<file path="config.mk">
export PLATFORM = sky130hd
export DESIGN_NAME = video_scan_doubler
export DESIGN_NICKNAME = d
export VERILOG_FILES = /design/src/rtl/video_scan_doubler_pkg.sv /design/src/rtl/video_line_buffer.sv /design/src/rtl/video_scan_doubler.sv
export SDC_FILE = /design/constraint.sdc
export NUM_CORES = 2
export LEC_CHECK = 0
export CORE_MARGIN = 10
export CORE_UTILIZATION = 65
export CTS_CLUSTER_SIZE = 28
export DETAILED_ROUTE_END_ITERATION = 12
export DONT_BUFFER_PORTS = 1
export MAX_ROUTING_LAYER = met4
export PLACE_DENSITY = 0.81
export SYNTH_ARGS = -nofsm -noshare
export SYNTH_HDL_FRONTEND = slang
export SYNTH_SLANG_ARGS = --single-unit
export TNS_END_PERCENT = 20
</file>
<file path="constraint.sdc">
create_clock -name wb_clock_i -period 5.5 [get_ports wb_clock_i]
set_clock_uncertainty 0.1 [all_clocks]
set_input_delay 0.825 -clock wb_clock_i [delete_from_list [all_inputs] [get_ports wb_clock_i]]
set_output_delay 0.825 -clock wb_clock_i [all_outputs]
set_load 0.02 [all_outputs]
</file>
<file path="src/rtl/video_scan_doubler_pkg.sv">
// video_scan_doubler_pkg: line counter type and lock limits shared by the scan doubler.
package video_scan_doubler_pkg;
  localparam int LINE_CNT_BITS = 11;
  typedef logic [LINE_CNT_BITS-1:0] line_cnt_t;
  localparam int unsigned LOCK_MIN = 256;
  localparam int unsigned LOCK_MAX = 2046;
  function automatic logic lock_ok(input int unsigned cur, input int unsigned prev);
    return cur >= LOCK_MIN && cur <= LOCK_MAX && prev >= LOCK_MIN && prev <= LOCK_MAX &&
      (cur > prev ? cur - prev : prev - cur) <= 1;
  endfunction
endpackage

</file>
<file path="src/rtl/video_line_buffer.sv">
// video_line_buffer: two-bank 1-bit line memory with one write port and a registered read port.
module video_line_buffer #(
  parameter int LINE_PIXELS = 640
) (
  input  logic                           clk,
  input  logic                           we,
  input  logic                           wr_bank,
  input  logic [$clog2(LINE_PIXELS)-1:0] wr_x,
  input  logic                           wr_data,
  input  logic                           rd_bank,
  input  logic [$clog2(LINE_PIXELS)-1:0] rd_x,
  output logic                           rd_data
);
  localparam int AW = $clog2(2 * LINE_PIXELS);
  logic mem [2 * LINE_PIXELS];
  logic [AW-1:0] wa, ra;
  always_comb begin
    wa = wr_bank ? AW'(LINE_PIXELS) + AW'(wr_x) : AW'(wr_x);
    ra = rd_bank ? AW'(LINE_PIXELS) + AW'(rd_x) : AW'(rd_x);
  end
  always_ff @(posedge clk) begin
    if (we) mem[wa] <= wr_data;
    rd_data <= mem[ra];
  end
endmodule

</file>
<file path="src/rtl/video_scan_doubler.sv">
// video_scan_doubler: line-doubles a 15.6 kHz 1-bit raster into a 31 kHz raster
// through a ping-pong line buffer, regenerating horizontal sync on the output side.
module video_scan_doubler
  import video_scan_doubler_pkg::*;
#(
  parameter int LINE_PIXELS   = 640,
  parameter int CAPTURE_START = 0,
  parameter int OUT_START     = 96,
  parameter int HSYNC_TICKS   = 96,
  parameter int NOMINAL_LINE  = 1024,
  parameter int CNT_WIDTH     = $bits(line_cnt_t)
) (
  input  logic wb_clock_i,
  input  logic reset_i,
  input  logic pixel_clk_en_i,
  input  logic dbl_clk_en_i,
  input  logic h_sync_i,
  input  logic v_sync_i,
  input  logic video_i,
  output logic vga_h_sync_o,
  output logic vga_v_sync_o,
  output logic vga_video_o,
  output logic locked_o
);
  localparam int XW = $clog2(LINE_PIXELS);
  typedef logic [CNT_WIDTH-1:0] cnt_t;
  cnt_t in_cnt, out_cnt, measured, cnt_nxt, out_nxt, wr_off, rd_off, line_len;
  logic hs_q, wr_bank, rd_bank, hs_edge, we, rd_en, rd_data, vs_line, hs_s1, vs_s1, en_s1;
  // The edge tick's own pixel already lands at in_cnt = 1 in the new bank.
  always_comb begin
    hs_edge  = pixel_clk_en_i & h_sync_i & ~hs_q;
    cnt_nxt  = hs_edge ? cnt_t'(1) : &in_cnt ? in_cnt : in_cnt + cnt_t'(1);
    wr_off   = cnt_nxt - cnt_t'(CAPTURE_START);
    we       = pixel_clk_en_i && cnt_nxt >= cnt_t'(CAPTURE_START) && wr_off < cnt_t'(LINE_PIXELS);
    line_len = locked_o ? measured : cnt_t'(NOMINAL_LINE);
    out_nxt  = hs_edge || out_cnt >= line_len - cnt_t'(1) ? '0 : out_cnt + cnt_t'(1);
    rd_off   = out_cnt - cnt_t'(OUT_START);
    rd_en    = locked_o && out_cnt >= cnt_t'(OUT_START) && rd_off < cnt_t'(LINE_PIXELS);
  end
  video_line_buffer #(.LINE_PIXELS(LINE_PIXELS)) u_buf (
    .clk     (wb_clock_i),
    .we      (we),
    .wr_bank (wr_bank ^ hs_edge),
    .wr_x    (wr_off[XW-1:0]),
    .wr_data (video_i),
    .rd_bank (rd_bank),
    .rd_x    (rd_off[XW-1:0]),
    .rd_data (rd_data)
  );
  // Sync and enable take one stage to line up with the synchronous buffer read.
  always_ff @(posedge wb_clock_i or posedge reset_i) begin
    if (reset_i) begin
      hs_q         <= 1'b0;
      in_cnt       <= '0;
      measured     <= '0;
      wr_bank      <= 1'b0;
      rd_bank      <= 1'b0;
      locked_o     <= 1'b0;
      out_cnt      <= '0;
      vs_line      <= 1'b0;
      hs_s1        <= 1'b0;
      vs_s1        <= 1'b0;
      en_s1        <= 1'b0;
      vga_h_sync_o <= 1'b0;
      vga_v_sync_o <= 1'b0;
      vga_video_o  <= 1'b0;
    end else begin
      if (pixel_clk_en_i) begin
        hs_q    <= h_sync_i;
        in_cnt  <= cnt_nxt;
        wr_bank <= wr_bank ^ hs_edge;
        if (hs_edge) begin
          measured <= in_cnt;
          rd_bank  <= wr_bank;
          locked_o <= lock_ok(32'(in_cnt), 32'(measured));
        end
      end
      if (dbl_clk_en_i) begin
        out_cnt <= out_nxt;
        if (out_nxt == '0) vs_line <= v_sync_i;
      end
      hs_s1        <= out_cnt < cnt_t'(HSYNC_TICKS);
      vs_s1        <= vs_line;
      en_s1        <= rd_en;
      vga_h_sync_o <= hs_s1;
      vga_v_sync_o <= vs_s1;
      vga_video_o  <= en_s1 & rd_data;
    end
  end
endmodule

</file>
Word-level counts from Yosys, hierarchy flattened
Memories as Yosys holds them, arrays and structs flattened. A register that Yosys moved wholly into a read port is not among the register bits.
Index checks and enable logic that the tools add are counted.
{ "totals": {"regBits": 44, "ramBits": 1280, "input_bits": 7, "output_inout_bits": 4, "wordCells": 62, "mem_count": 1} }
{ "op_classes": {"n_addsub": 8, "order_cmp": 12, "n_mux": 9, "bitwise": 5, "reduce_logical": 13} }
{ "memory_table": {"columns": ["memory", "depth", "word_bits", "rd", "rd_clocked_by_memory_dff", "wr", "line_no", "rtl"], "rows": [
  ["u_buf.mem", 1280, 1, 1, 1, 1, "video_line_buffer.sv:15", "logic mem [2 * LINE_PIXELS];"]
]} }
{ "op_table": {"columns": ["operator", "count"], "rows": [
  ["$mux 11", 6],
  ["$le 32x1->1 const B", 1],
  ["$mux 32", 1],
  ["$sub 11x11->12", 2],
  ["$add 10x10->11 const A", 2],
  ["$add 11x1->11 const B", 2],
  ["$ge 11x9->1 const B", 2],
  ["$le 11x11->1 const B", 2],
  ["$lt 11x10->1 const B", 2],
  ["$ge 11x1->1 const B", 1],
  ["$ge 11x11->1", 1],
  ["$ge 11x7->1 const B", 1],
  ["$gt 11x11->1", 1],
  ["$logic_not 11->1", 1],
  ["$lt 11x7->1 const B", 1],
  ["$reduce_and 11->1", 1],
  ["$sub 11x1->11 const B", 1],
  ["$sub 11x7->11 const B", 1],
  ["$logic_and 1x1->1", 8],
  ["$reduce_and 2->1", 2],
  ["$and 1x1->1", 3],
  ["$mux 1", 2],
  ["$logic_or 1x1->1", 1],
  ["$not 1->1", 1],
  ["$xor 1x1->1", 1]
]} }

Longest topological paths before layout
{ "depth": {"word_depth": 8, "depth_mapped": 16, "ltp_nobuf": 13} }

Modules after synthesis
From an unflattened synthesis, not the netlist that was laid out.
{ "hier_totals": {"cells_unflattened": 4128, "hier_area_um2": 59059.1} }
{ "modules_own_cells": {"columns": ["module", "instances", "cells_each", "area_each_um2", "seq_area_each_um2"], "rows": [
  ["video_line_buffer", 1, 3652, 55207.9, 38456.9],
  ["video_scan_doubler", 1, 476, 3851.2, 1101.1]
]} }

Worst setup path after synthesis
No wires, ideal clock.
{ "synth_path": {"kind": "input-to-reg", "start": "input port h_sync_i", "end": "memory u_buf.mem[639] (enable)", "setup_time_ns": 0.312, "arrival_time_ns": 3.640, "t_required_ns": 5.088, "setup_slack_ns": 1.447, "path_stages": 14, "n_path_buf": 5, "cell_sequence": "nand2_1 nor2_1 clkbuf_1 clkbuf_1 or2_2 inv_1 ha_1 nor2b_1 xnor2_1 clkbuf_1 nand3_1 clkbuf_1 buf_1 nor3_1"} }
{ "synth_via": {"elab_chain_cells": 8, "elab_cells_between_ends": 12, "cone_classes": "add/sub (1); order compare (2); mux (4); bitwise (3); reduce/logical (2)"} }
{ "synth_rtl": {"columns": ["item", "line_no", "rtl"], "rows": [
  ["start, declared", "video_scan_doubler.sv:17", "input logic h_sync_i,"],
  ["$and 1x1->1 (*) (2 in a row)", "video_scan_doubler.sv:31", "hs_edge = pixel_clk_en_i & h_sync_i & ~hs_q;"],
  ["$mux 11 (*)", "video_scan_doubler.sv:32", "cnt_nxt = hs_edge ? cnt_t'(1) : &in_cnt ? in_cnt : in_cnt + cnt_t'(1);"],
  ["via cnt_nxt[7]", "video_scan_doubler.sv:27", "cnt_t in_cnt, out_cnt, measured, cnt_nxt, out_nxt, wr_off, rd_off, line_len;"],
  ["$ge 11x1->1", "video_scan_doubler.sv:34", "we = pixel_clk_en_i && cnt_nxt >= cnt_t'(CAPTURE_START) && wr_off < cnt_t'(LINE_PIXELS);"],
  ["$logic_and 1x1->1 (2 in a row)", "video_scan_doubler.sv:34", null],
  ["$mux 1", "video_line_buffer.sv:22", "if (we) mem[wa] <= wr_data;"],
  ["$mux 1 (not written as such)", "video_line_buffer.sv:22", null],
  ["end, declared", "video_line_buffer.sv:15", null]
]} }
Mark *: on every way through the listed nets, which the timed path passes. The rest lies on a longest branch.

Final worst setup path
{ "layout_path": {"start": "register in_cnt[0]", "end": "memory u_buf.mem[456] (enable)"} }
{ "layout_via": {"elab_chain_cells": 8, "elab_cells_between_ends": 12, "cone_classes": "add/sub (2); order compare (2); mux (5); reduce/logical (3)"} }
{ "layout_rtl": {"columns": ["item", "line_no", "rtl"], "rows": [
  ["start, declared", "video_scan_doubler.sv:27", null],
  ["start signal, assigned", "video_scan_doubler.sv:70", "in_cnt <= cnt_nxt;"],
  ["$add 11x1->11 / $reduce_and 11->1 (equally long branches)", "video_scan_doubler.sv:32", null],
  ["$mux 11 (*) (2 in a row)", "video_scan_doubler.sv:32", null],
  ["$ge 11x1->1", "video_scan_doubler.sv:34", null],
  ["$logic_and 1x1->1 (2 in a row)", "video_scan_doubler.sv:34", null],
  ["$mux 1", "video_line_buffer.sv:22", null],
  ["$mux 1 (not written as such)", "video_line_buffer.sv:22", null]
]} }
Mark *: on every way between the ends. The rest lies on a longest branch, timed or not.

==> results.tsv <==
metric	value	unit
multi_input_area	19200	µm²
grt_pass1_vias	37400	
reg2reg_from	in_cnt[0]	
async_flop_share	3.32	%
yosysTopAreaCell	edfxtp_1	
power	27.7	mW
pwr-share-seq	41.4	%
maxCapViolCount	1	
cts_root_buf	clkbuf_16	
wl_met1	54.6	mm
wl	159	mm
finalSetupTns	0	ps
grt_pass1_wl	237	mm
reg2reg_depth	13	
combPwrFrac	27.2	%
min_period_over_period	87.9	%
crit_arrival	5180	ps
route.met3.wl	21.4	mm
netSwitchingFraction	33.1	%
synthTopCellsByArea	edfxtp_1, mux4_2, nor3_1, nor2_1, dfrtp_1	
maxClockFrequency	207	MHz
period_needed	4840	ps
r2r_end	u_buf.mem[456]	
final_area	65700	µm²
top_layer_used	met4	
cts_resized	0	
drive_gt1_share	16.5	%
clock-sinks	1325	
cp_max_fo	13	
required	5850	ps
synth_edf_count	1280	
syn_inst	4344	
relSlewSlack	-84.2	%
drtPass1Iterations	7	
ys_seq_elements	1325	
ys_seq_area_share	65.0	%
numCtsBuffers	134	
antenna_found_initial	4	
die_height	326	µm
p_int	18.5	mW
place.gp.congestion	0.945	
grt.total_usage	30.4	%
path_class	register to register	
synth_top_area_share	63.1	%
place_ws	904	ps
finalHoldViolCount	0	
slew_viol_final	648	
place_area	61600	µm²
htreeDepth	4	
row_count	112	
seq_area	39600	µm²
cts_tree	built	
clock_latency	760	ps
rsz0062_at_grt	false	
avgSynthCellArea	14.0	µm²
routedWlPerCell	28.7	µm
met2_length	74.2	mm
drc	0	
overflow	0	
setup_viol	0	
ys_top_cells_by_count	edfxtp_1, nor2_1, nor3_1	
place_hpwl	92.1	mm
violations	max-capacitance violations, max-slew violations	
timing.final.ws_setup	663	ps
synth-main-ff-cell	edfxtp_1	
rrSetupSlack	660	ps
worst_hold_slack	75.2	ps
clk_path_buf_depth	3	
postCtsHoldBufs	0	
io_buffers	0	
vias	38900	
yosys_warnings	0	
synth.most_common_cell	edfxtp_1	
synthDistinctLibCells	77	
fillers	5800	
power_switching	9.17	mW
powerDensity	421	nW/µm²
vias_per_cell	7.04	
leakagePower	19.6	nW
clkPwrFrac	31.4	%
finish.net_count	4224	
worst_slew_pin_slew	2760	ps
grt_max_degree	1281	
start_kind	register	
run_status	finished with violations	
final_antenna_net_count	0	
ir_drop	0.529	mV
synth_area	60900	µm²
hold_class	input port to async pin	
cp-end-kind	register	
fp.dieW	326	µm
io_pins	11	
drt_iter0_drc	7013	
areaGrowthSynthToFinish	7.89	%
core-area	93200	µm²
dieArea	106000	µm²
path_clk_slew	60	ps
syn_nets	4396	
initial_utilization	65.3	%
cts_setup_buffers	0	
-- worst max-delay path, stage by stage (launching register included) --
cell and delay, ps:
dfrtp_1 560, ha_1 280, and2_1 180, nand4_2 170
o211ai_1 250, xnor2_1 200, or2_2 170, ha_1 140
nor3_1 70, nor3_1 430, nand2_1 330, nor2_1 990
nand2_1 420, nor2_1 270
-- flip-flops by register name, indices dropped and copies added, names as in the netlist --
name	flops
vga_h_sync_o	1
vga_video_o	1
vga_v_sync_o	1
out_cnt	11
hs_s1	1
u_buf.rd_data	1
u_buf.mem	1280
wr_bank	1
hs_q	1
vs_s1	1
measured	11
rd_bank	1
en_s1	1
locked_o	1
in_cnt	11
vs_line	1
-- per-stage QoR --
stage	utilization [%]	cells
floorplan	-	4344
global placement	66.1	5290
detailed placement	66.1	5290
CTS	70.5	5526
global route	70.5	5529
finish	70.5	5529
-- area by class of cell --
class,instances,share of cell area (%)
inverters,44,0.251
well taps,1254,2.39
multi-input cells,2551,29.3
clock buffers,171,5.51
clock inverters,65,0.751
diodes,3,0.0114
repair buffers,116,1.57
flip-flops and latches,1325,60.2
-- routing by layer --
metal	up-vias	track usage, %
li1	16100	-
met1	19300	39.2
met2	2961	44.8
met3	592	8.53
met4	0	14.1
met5	-	-
-- placed cells by master (no fill, tap or decap), types with 20 or more instances in the layout --
master     Yosys  final
edfxtp_1    1280   1280
a22oi_1       32     32
and2_1        22     22
mux2_2        33     33
clkbuf_1     271     31
a21oi_1       45     45
dfrtp_1       44     39
o22ai_1       21     21
xnor2_1       27     25
clkinv_1       2     36
inv_1         42     40
clkbuf_16      0    140
nand3_1       52     47
o21ai_0       67     66
ha_1          43     43
mux2i_1       32     32
nor2_1       767    764
mux4_2       325    325
nand2_1      231    223
buf_4         21    103
nor3_1       611    609
or3_1         21     20
-- cell families (layout without fill, tap and decap cells) --
kind of cell,after synthesis,after routing,share of synthesized area (%)
AND/OR/NAND/NOR,1783,1783,12.9
flip-flops,1325,1325,65.0
buffers and inverters,468,396,3.66
multiplexers,405,405,13.8
AO/OA/AOI/OAI,281,281,3.12
adder cells (fa/ha/maj),45,45,0.950
XOR/XNOR,37,37,0.545
other,0,3,0
-- worst max path at each step --
stage / startpoint / endpoint / slack (ps) / depth (start not counted)
2_1_floorplan: h_sync_i / u_buf.mem[639] / 1450 / 14
3_3_place_gp: in_cnt[0] / u_buf.mem[858] / 1040 / 13
3_5_place_dp: in_cnt[0] / u_buf.mem[456] / 900 / 13
4_1_cts: in_cnt[0] / u_buf.mem[808] / 890 / 13
5_1_grt: in_cnt[0] / u_buf.mem[808] / 510 / 13
6_report: in_cnt[0] / u_buf.mem[456] / 660 / 13
-- power groups by stage --
stage	Combinational, mW	Sequential [mW]	Clock [mW]
final	7.53	11.5	8.68
after detailed placement	7.22	11.6	0
after global placement	7.13	11.6	0
after global routing	7.76	11.4	9.08
after floorplan	4.98	11.4	0
after CTS	7.29	11.4	8.72
No activity file was read; power rests on OpenSTA's default activity.
